File: config.mk
export PLATFORM = sky130hd
export DESIGN_NAME = i2c_cmd_sequencer
export DESIGN_NICKNAME = d
export VERILOG_FILES = /design/src/rtl/i2c_cmd_sequencer.sv
export SDC_FILE = /design/constraint.sdc
export NUM_CORES = 1
export LEC_CHECK = 0
export CORE_ASPECT_RATIO = 1.1
export CORE_UTILIZATION = 50
export DETAILED_ROUTE_END_ITERATION = 8
export PLACE_DENSITY = 0.78
export SETUP_SLACK_MARGIN = 0.5
export SLEW_MARGIN = 15
export SYNTH_ARGS = -nofsm -noshare
export SYNTH_HDL_FRONTEND = slang
export SYNTH_SLANG_ARGS = --single-unit
File: constraint.sdc
create_clock -name clk -period 2.7 [get_ports clk]
set_clock_uncertainty 0.15 [all_clocks]
set_input_delay 0.27 -clock clk [delete_from_list [all_inputs] [get_ports clk]]
set_output_delay 0.27 -clock clk [all_outputs]
set_load 0.05 [all_outputs]
File: src/rtl/i2c_cmd_sequencer.sv
// -----------------------------------------------------------------------------
// i2c_cmd_sequencer
//
// Command-queue front end for i2c_controller. Host commands are buffered in a
// small FIFO and launched one at a time. The controller's en/address/register/
// rw/din inputs are driven from here. Its busy flag is synchronised and
// watched. Exactly one response is returned per launched command, in command
// order. A per-transaction timer aborts a transaction whose busy handshake
// never completes, so a stuck bus cannot hang the host.
//
// Parameters
//   DEPTH           command FIFO entries (power of two, >= 2)
//   TIMEOUT_CYCLES  clk cycles allowed from launch until busy falls
//   SYNC_STAGES     flops in the ctrl_busy synchroniser (>= 2)
//
// Ports
//   clk, rst_n                  system clock, async active-low reset
//   cmd_valid/cmd_ready         host command handshake
//   cmd_addr/reg/rw/data        command fields (data ignored for reads)
//   rsp_valid                   one-cycle response strobe, no backpressure
//   rsp_data                    read data; 0 for writes and timeouts
//   rsp_timeout                 qualifies rsp_valid: transaction aborted
//   ctrl_en                     controller enable, high only while launching
//   ctrl_peripheral_address,
//   ctrl_target_register,
//   ctrl_rw, ctrl_din           held command fields to the controller
//   ctrl_busy                   controller busy (asynchronous, dclk domain)
//   ctrl_dout                   controller read data, stable once busy falls
//   fifo_level                  number of queued commands
//   idle                        FIFO empty and sequencer idle
// -----------------------------------------------------------------------------
module i2c_cmd_sequencer #(
    parameter int DEPTH          = 4,
    parameter int TIMEOUT_CYCLES = 65535,
    parameter int SYNC_STAGES    = 2
) (
    input  logic                      clk,
    input  logic                      rst_n,
    input  logic                      cmd_valid,
    output logic                      cmd_ready,
    input  logic [6:0]                cmd_addr,
    input  logic [7:0]                cmd_reg,
    input  logic                      cmd_rw,
    input  logic [15:0]               cmd_data,
    output logic                      rsp_valid,
    output logic [15:0]               rsp_data,
    output logic                      rsp_timeout,
    output logic                      ctrl_en,
    output logic [6:0]                ctrl_peripheral_address,
    output logic [7:0]                ctrl_target_register,
    output logic                      ctrl_rw,
    output logic [15:0]               ctrl_din,
    input  logic                      ctrl_busy,
    input  logic [15:0]               ctrl_dout,
    output logic [$clog2(DEPTH):0]    fifo_level,
    output logic                      idle
);

    localparam int AW = $clog2(DEPTH);
    localparam int LW = AW + 1;
    localparam int TW = $clog2(TIMEOUT_CYCLES + 1);
    // Packed FIFO entry: {addr[6:0], reg[7:0], rw, data[15:0]}
    localparam int EW = 32;

    typedef enum logic [2:0] {
        ST_IDLE   = 3'd0,
        ST_LAUNCH = 3'd1,
        ST_ACTIVE = 3'd2,
        ST_DONE   = 3'd3,
        ST_ABORT  = 3'd4
    } state_t;

    state_t                 state_q, state_d;

    logic [SYNC_STAGES-1:0] sync_q, sync_d;
    logic                   busy_s;

    logic [EW-1:0]          mem_q [DEPTH];
    logic [EW-1:0]          mem_d [DEPTH];
    logic [AW-1:0]          wr_ptr_q, wr_ptr_d;
    logic [AW-1:0]          rd_ptr_q, rd_ptr_d;
    logic [LW-1:0]          level_q, level_d;

    logic [TW-1:0]          timer_q, timer_d;
    logic                   timer_expired_s;

    logic                   ctrl_en_q, ctrl_en_d;
    logic [6:0]             ctrl_addr_q, ctrl_addr_d;
    logic [7:0]             ctrl_reg_q, ctrl_reg_d;
    logic                   ctrl_rw_q, ctrl_rw_d;
    logic [15:0]            ctrl_din_q, ctrl_din_d;

    logic                   rsp_valid_q, rsp_valid_d;
    logic                   rsp_timeout_q, rsp_timeout_d;
    logic [15:0]            rsp_data_q, rsp_data_d;

    logic                   push_s;
    logic                   pop_s;
    logic [EW-1:0]          entry_s;
    logic [EW-1:0]          head_s;

    // Handshake and FIFO status decoded from the level counter
    assign cmd_ready       = (level_q != LW'(DEPTH));
    assign push_s          = cmd_valid && cmd_ready;
    // A command is only ever popped on the IDLE -> LAUNCH transition
    assign pop_s           = (state_q == ST_IDLE) && (level_q != {LW{1'b0}});
    assign entry_s         = {cmd_addr, cmd_reg, cmd_rw, cmd_data};
    assign head_s          = mem_q[rd_ptr_q];
    assign busy_s          = sync_q[SYNC_STAGES-1];
    assign timer_expired_s = (timer_q == TW'(TIMEOUT_CYCLES - 1));

    assign fifo_level              = level_q;
    assign idle                    = (level_q == {LW{1'b0}}) && (state_q == ST_IDLE);
    assign ctrl_en                 = ctrl_en_q;
    assign ctrl_peripheral_address = ctrl_addr_q;
    assign ctrl_target_register    = ctrl_reg_q;
    assign ctrl_rw                 = ctrl_rw_q;
    assign ctrl_din                = ctrl_din_q;
    assign rsp_valid               = rsp_valid_q;
    assign rsp_timeout             = rsp_timeout_q;
    assign rsp_data                = rsp_data_q;

    // Shift chain bringing ctrl_busy into the clk domain
    always_comb begin
        sync_d = {sync_q[SYNC_STAGES-2:0], ctrl_busy};
    end

    // Synchroniser flops
    always_ff @(posedge clk or negedge rst_n) begin
        if (!rst_n) begin
            sync_q <= {SYNC_STAGES{1'b0}};
        end else begin
            sync_q <= sync_d;
        end
    end

    // FSM state register
    always_ff @(posedge clk or negedge rst_n) begin
        if (!rst_n) begin
            state_q <= ST_IDLE;
        end else begin
            state_q <= state_d;
        end
    end

    // FSM next-state logic; timeout wins over a same-cycle busy edge
    always_comb begin
        state_d = state_q;
        case (state_q)
            ST_IDLE: begin
                if (pop_s) begin
                    state_d = ST_LAUNCH;
                end else begin
                    state_d = ST_IDLE;
                end
            end
            ST_LAUNCH: begin
                if (timer_expired_s) begin
                    state_d = ST_ABORT;
                end else if (busy_s) begin
                    state_d = ST_ACTIVE;
                end else begin
                    state_d = ST_LAUNCH;
                end
            end
            ST_ACTIVE: begin
                if (timer_expired_s) begin
                    state_d = ST_ABORT;
                end else if (!busy_s) begin
                    state_d = ST_DONE;
                end else begin
                    state_d = ST_ACTIVE;
                end
            end
            ST_DONE:  state_d = ST_IDLE;
            ST_ABORT: state_d = ST_IDLE;
            default:  state_d = ST_IDLE;
        endcase
    end

    // FSM outputs and datapath next values (all outputs are registered)
    always_comb begin
        // ctrl_en and the response strobe follow the state being entered, so
        // their flops are high exactly while the FSM sits in that state.
        ctrl_en_d     = (state_d == ST_LAUNCH);
        rsp_valid_d   = (state_d == ST_DONE) || (state_d == ST_ABORT);
        rsp_timeout_d = (state_d == ST_ABORT);
        if ((state_d == ST_DONE) && ctrl_rw_q) begin
            rsp_data_d = ctrl_dout;
        end else begin
            rsp_data_d = 16'h0000;
        end

        // Held command fields change only when a new command is popped
        if (pop_s) begin
            ctrl_addr_d = head_s[31:25];
            ctrl_reg_d  = head_s[24:17];
            ctrl_rw_d   = head_s[16];
            ctrl_din_d  = head_s[15:0];
        end else begin
            ctrl_addr_d = ctrl_addr_q;
            ctrl_reg_d  = ctrl_reg_q;
            ctrl_rw_d   = ctrl_rw_q;
            ctrl_din_d  = ctrl_din_q;
        end

        // Transaction timer runs across LAUNCH and ACTIVE without restarting
        case (state_q)
            ST_IDLE: timer_d = {TW{1'b0}};
            ST_LAUNCH, ST_ACTIVE: begin
                if (timer_expired_s) begin
                    timer_d = timer_q;
                end else begin
                    timer_d = timer_q + TW'(1);
                end
            end
            default: timer_d = timer_q;
        endcase
    end

    // FIFO pointer and level next values; pointers wrap modulo DEPTH
    always_comb begin
        if (push_s) begin
            wr_ptr_d = wr_ptr_q + AW'(1);
        end else begin
            wr_ptr_d = wr_ptr_q;
        end
        if (pop_s) begin
            rd_ptr_d = rd_ptr_q + AW'(1);
        end else begin
            rd_ptr_d = rd_ptr_q;
        end
        case ({push_s, pop_s})
            2'b10:   level_d = level_q + LW'(1);
            2'b01:   level_d = level_q - LW'(1);
            default: level_d = level_q;
        endcase
    end

    // FIFO storage write
    always_comb begin
        mem_d = mem_q;
        if (push_s) begin
            mem_d[wr_ptr_q] = entry_s;
        end else begin
            mem_d = mem_q;
        end
    end

    // FIFO storage flops
    always_ff @(posedge clk or negedge rst_n) begin
        if (!rst_n) begin
            for (int i = 0; i < DEPTH; i++) begin
                mem_q[i] <= {EW{1'b0}};
            end
        end else begin
            mem_q <= mem_d;
        end
    end

    // Datapath, FIFO control and registered output flops
    always_ff @(posedge clk or negedge rst_n) begin
        if (!rst_n) begin
            wr_ptr_q      <= {AW{1'b0}};
            rd_ptr_q      <= {AW{1'b0}};
            level_q       <= {LW{1'b0}};
            timer_q       <= {TW{1'b0}};
            ctrl_en_q     <= 1'b0;
            ctrl_addr_q   <= 7'h00;
            ctrl_reg_q    <= 8'h00;
            ctrl_rw_q     <= 1'b0;
            ctrl_din_q    <= 16'h0000;
            rsp_valid_q   <= 1'b0;
            rsp_timeout_q <= 1'b0;
            rsp_data_q    <= 16'h0000;
        end else begin
            wr_ptr_q      <= wr_ptr_d;
            rd_ptr_q      <= rd_ptr_d;
            level_q       <= level_d;
            timer_q       <= timer_d;
            ctrl_en_q     <= ctrl_en_d;
            ctrl_addr_q   <= ctrl_addr_d;
            ctrl_reg_q    <= ctrl_reg_d;
            ctrl_rw_q     <= ctrl_rw_d;
            ctrl_din_q    <= ctrl_din_d;
            rsp_valid_q   <= rsp_valid_d;
            rsp_timeout_q <= rsp_timeout_d;
            rsp_data_q    <= rsp_data_d;
        end
    end

endmodule

---- Word level (Yosys, flattened, before mapping) ----
Cells that the tools add are included.
Widths: inputs -> output; s select.
cells by class
  $add $sub $neg .......................... 5
  magnitude comparators ................... 3
  eq/ne operators ......................... 10
  muxes and demuxes ....................... 16
  bitwise logic cells ..................... 2
  reduce and logical (&&, ||, !) cells .... 13
operators with widths
  kind                   number
  $bwmux 128             1
  $mux 32                3
  $bmux 32 s2            1
  $demux 32 s2           1
  $mux 16                2
  $pmux 16 s2            1
  $add 16x1->16 const B  1
  $eq 16x16->1 const B   1
  $pmux 3 s3             1
  $eq 3x1->1 const B     2
  $eq 3x2->1 const B     2
  $ge 3x3->1 const B     2
  $logic_not 3->1        2
  $mux 3                 2
  $not 2->3              2
  $pmux 3 s2             1
  $logic_and 1x1->1      5
  $add 2x1->2 const B    2
  $reduce_bool 2->1      2
  $add 3x1->3 const B    1
  $eq 3x3->1 const B     1
  $lt 3x1->1 const B     1
  $ne 3x3->1 const B     1
  $reduce_bool 3->1      1
  9 further kinds        10
storage, ports and cells
  register bits ........................... 207
  bits of input ports ..................... 52
  output and inout bits ................... 56

---- Depth between registers and ports, before layout ----
  depth after elaboration ................. 7
  depth in mapped cells ................... 11

---- Least setup slack after synthesis ----
Ideal clock, no wire load.
  kind .................................... flip-flop to flip-flop
  start ................................... reg state_q[1]
  end ..................................... reg level_q[2] (netlist: fifo_level[2])
  library setup time ...................... 82 ps
  arrival ................................. 2541 ps
  path slack .............................. -73 ps
  cell stages (with the launch flop) ...... 12
  path buffers ............................ 3
  period minus slack after synthesis ...... 2773 ps
  cells stage by stage .................... dfrtp_1 > buf_2 > or3_2 > clkbuf_1 > nor2_2 > buf_6 > ha_1 > inv_1 > fa_1 > xor2_1 > nor2_1 > xor2_1
between the ends
  word-level cells in the longest chain between the ends .. 4
  elaborated cells between the ends (all ways) .. 6
  classes of those cells .................. eq/ne (2); mux (1); reduce/logical (3)
RTL lines
  item                                                    line  source
  start: declaration                                      73    state_t state_q, state_d;
  start signal: assignment                                142   state_q <= state_d;
  $logic_not 3->1 (*)                                     106   assign pop_s = (state_q == ST_IDLE) && (level_q != {LW{1'b0}});
  $logic_and 1x1->1 (*)                                   106
  net pop_s                                               98    logic pop_s;
  $eq 2x1->1 / $eq 2x2->1 (equally long branches)         233   case ({push_s, pop_s})
  $pmux 3 s2 / $reduce_bool 2->1 (equally long branches)  n/a
  end signal: assignment                                  266   level_q <= {LW{1'b0}};
  end signal: assignment                                  279   level_q <= level_d;
  end: declaration                                        82    logic [LW-1:0] level_q, level_d;
Mark *: on every way through the listed nets, which the timed path passes. The rest lies on a longest branch.
A chain may end at the register's enable or synchronous reset.

---- Final worst setup path ----
  start ................................... reg state_q[1]
  end ..................................... reg level_q[2] (netlist: fifo_level[2])
between the ends
  word-level cells in the longest chain between the ends .. 4
  elaborated cells between the ends (all ways) .. 6
  classes of those cells .................. eq/ne (2); mux (1); reduce/logical (3)
RTL lines
  item                                                    line
  $logic_not 3->1 (*)                                     106
  $logic_and 1x1->1 (*)                                   106
  $eq 2x1->1 / $eq 2x2->1 (equally long branches)         233
  $pmux 3 s2 / $reduce_bool 2->1 (equally long branches)  n/a
Every way passes the cells marked *; elsewhere a longest branch is shown, timed or not.

==> results.py <==
metrics = {
    "logic_synthesis": {
        "synth_cell_types": 47,
        "synth.cell_area_um2": 8830,
        "ys_seq_elements": 207,
        "synth_ff_type": "dfrtp_1",
        "syn_inst": 580,
        "yosys_warnings": 0,
        "synth_edf_count": 0,
        "syn_nets": 640,
        "synth-async-reset-ratio": 1.00,
        "yosysSeqAreaShare": 0.586,
        "avgSynthCellArea_um2": 15.2,
    },
    "placed_design": {
        "pre_cts_slack_ns": 0.330,
        "place_congestion": 0.846,
        "portBuffers": 107,
        "dp_hpwl_um": 11500,
        "postPlaceCellArea_um2": 10300,
    },
    "worst_setup_path": {
        "critical_path.max_fanout": 6,
        "cp-startpoint": "state_q[1]",
        "reg2reg_to": "fifo_level[2]",
        "cp-end-kind": "register",
        "reg2reg_depth": 8,
        "r2r_start": "state_q[1]",
        "worstPathArrival_ns": 2.50,
        "start_kind": "register",
        "cp.required_ns": 2.96,
        "reg2reg_setup_slack_ns": 0.47,
        "crit_type": "register to register",
    },
    "clock_tree": {
        "numCtsBuffers": 22,
        "clk_pin_slew_ns": 0.06,
        "cts_tree": "done",
        "cts_buffer_depth": 3,
        "clk_latency_ns": 0.51,
        "root_buffer": "clkbuf_16",
        "cts.sinks": 207,
        "htreeDepth": 1,
    },
    "sta": {
        "rsz0062_at_grt": "true",
        "final-hold-violation-count": 0,
        "setup_viol": 0,
        "hold_slack_ns": 0.0834,
        "slew_viol_final": 0,
        "setup_tns_ns": 0,
        "fin_crit_ns": 2.23,
        "max_freq_mhz": 448,
        "timing.final.crit_share": 0.827,
        "relSlewSlack": 0.615,
        "worst_pin_slew_ns": 0.563,
        "fin_ws_ns": 0.467,
    },
    "global_routing": {
        "antenna_found_initial": 0,
        "grt_pass1_wl_um": 29100,
        "overflow": 0,
        "grt_use_total": 0.205,
        "grt_use_met3": 0.0287,
        "busiest_layer": "met2",
        "grtUsageMet1": 0.257,
        "grt_use_met2": 0.370,
        "grt_pass1_vias": 5664,
        "grt_max_degree": 62,
    },
    "detailed_routing": {
        "vias_per_cell": 5.48,
        "dr.pass1.iters": 4,
        "detail-route-antenna-nets": 0,
        "drt-wirelength-per-cell_um": 18.7,
        "wirelength_um": 17800,
        "drc": 0,
        "drt_iter0_drc": 268,
        "vias": 5225,
    },
    "cells_and_area": {
        "area_delta_synth_final_pct": 25.1,
        "stdcell_area_um2": 11100,
        "fillers": 1284,
        "nNetsFinal": 764,
        "drive_gt1_frac": 0.381,
        "multiInputGateArea_um2": 3530,
        "register_area_um2": 5190,
        "antennaDiodeCount": 0,
    },
    "run_status": {
        "outcome": "completed",
    },
    "floorplan": {
        "fp.dieW_um": 129,
        "start_util": 0.515,
        "num_io_pins": 108,
        "core-area_um2": 17100,
        "dieArea_um2": 18200,
        "fp-row-count": 50,
        "die_h_um": 141,
    },
    "power_and_ir_drop": {
        "vdd_drop_max_v": 0.000834,
        "power-per-cell-area_nw_per_um2": 1290,
        "p_leak_nw": 4.70,
    },
    "worst_hold_path": {
        "holdPathEnd": "sync_q[0]",
        "hold_depth": 1,
        "hold_start": "ctrl_busy",
        "hold_path_class": "input port to register",
    },
    "job": {
        "cap_violations": 0,
    },
}
-- registers in the layout, indices dropped and copies added (netlist names) --
| name | cells |
|---|---|
| rd_ptr_q | 2 |
| ctrl_rw | 1 |
| fifo_level | 3 |
| ctrl_peripheral_address | 7 |
| rsp_data | 16 |
| sync_q | 2 |
| wr_ptr_q | 2 |
| state_q | 3 |
| timer_q | 16 |
| ctrl_en | 1 |
| mem_q | 128 |
| rsp_timeout | 1 |
| ctrl_din | 16 |
| ctrl_target_register | 8 |
| rsp_valid | 1 |
-- report_power, final --
group | internal [W] | total [W] | switching, W | leakage, nW
clock | 0.00184 | 0.00302 | 0.00118 | 0.363
combinational | 0.00310 | 0.00598 | 0.00288 | 1.81
sequential | 0.00450 | 0.00529 | 0.000789 | 2.52
total | 0.00944 | 0.0143 | 0.00485 | 4.70
-- cells in the mapped netlist, drive strengths merged, types with 3 or more instances --
cell      n  area, um^2
and2     17         106
mux2i    11         110
dfrtp   207        5180
nor4      4        25.0
clkbuf    8        30.0
a31oi     3        18.8
a211oi    3        22.5
nand2b    4        25.0
o21ai     3        15.0
mux2    160        1800
or3       4        32.5
nand4     3        25.0
a21oi     6        30.0
nand2    24        90.1
inv      11        41.3
o211ai    3        22.5
nor3      6        30.0
nand3     5        25.0
ha        7        87.6
buf      21         106
xor2      4        35.0
nor2     10        40.0
xnor2     4        35.0
mux4     32         721
-- worst max path at each step --
stage | endpoint | cells after the start
floorplan | fifo_level[2] | 11
global placement | ctrl_din[3] | 4
detailed placement | fifo_level[2] | 8
CTS | fifo_level[2] | 8
global route | fifo_level[2] | 8
finish | fifo_level[2] | 8
-- area by class of cell --
type                            count  share of cell area
Inverter                           11             0.00374
Clock inverter                     11              0.0130
Tap cell                          234              0.0265
Multi-Input combinational cell    333               0.319
Sequential cell                   207               0.469
Clock buffer                       28              0.0537
Timing Repair Buffer              129               0.115
-- repair_timing --
| action | in CTS | in global routing |
|---|---|---|
| gates cloned | 0 | 0 |
| gates resized for setup | 3 | 8 |
| endpoints found under the setup margin | 53 | 60 |
| hold endpoints to repair | 55 | 0 |
| hold buffers | 1 | 0 |
| buffers inserted | 1 | 2 |
| pin swaps | 1 | 0 |
-- cell usage in the layout (no fill, tap or decap), types with 3 or more instances in the layout --
| cell | Yosys | routed |
|---|---|---|
| dfrtp_1 | 207 | 202 |
| mux2_2 | 160 | 160 |
| clkdlybuf4s50_1 | 0 | 101 |
| mux4_2 | 32 | 32 |
| clkbuf_16 | 0 | 22 |
| nand2_1 | 24 | 20 |
| buf_4 | 0 | 20 |
| and2_1 | 17 | 17 |
| mux2i_1 | 11 | 11 |
| inv_1 | 11 | 10 |
| nor2_1 | 9 | 8 |
| nor3_1 | 6 | 6 |
| ha_1 | 7 | 6 |
| clkinv_2 | 0 | 6 |
| nand3_1 | 5 | 5 |
| a21oi_1 | 6 | 5 |
| dfrtp_2 | 0 | 5 |
| xnor2_1 | 4 | 4 |
| xor2_1 | 4 | 4 |
| nand2_2 | 0 | 4 |
| nand2b_1 | 4 | 4 |
| clkbuf_1 | 8 | 4 |
| or3_4 | 1 | 3 |
| a31oi_1 | 3 | 3 |
| a211oi_1 | 3 | 3 |
| o211ai_1 | 3 | 3 |
| nor4_1 | 4 | 3 |
| clkbuf_8 | 0 | 3 |
| bufinv_16 | 0 | 3 |
-- per-stage QoR --
step           power (W)  utilization  cells
2_1_floorplan    0.00963            -    580
3_3_place_gp      0.0110        0.599    910
3_5_place_dp      0.0114        0.599    910
4_1_cts           0.0144        0.643    951
5_1_grt           0.0150        0.645    953
6_report          0.0143        0.645    953
-- logic make-up (layout without fill, tap and decap cells) --
group           count (synthesis)  count (layout)  share of synthesized area
xor+xnor                        8               8                    0.00793
fa+ha+maj                       8               8                     0.0122
flops                         207             207                      0.586
buf+inv                        40             179                     0.0201
mux                           203             203                      0.298
simple gates                   87              87                     0.0542
compound gates                 27              27                     0.0212
-- layer usage --
layer  share of wire  vias to the layer above  routed length, um
li1                -                     2369                  -
met1            0.41                     2736               7330
met2            0.54                       92               9590
met3           0.034                       28                601
met4           0.017                        0                299
met5               0                        -                  0
-- critical path, stage by stage (launching register included) --
cell and delay [ns]:
dfrtp_2 0.44, or3_4 0.43, nor2_4 0.14, ha_4 0.16, inv_2 0.04, fa_2 0.35
xor2_1 0.15, nor2_1 0.14, xor2_1 0.16
(Power assumes the default switching activity.)
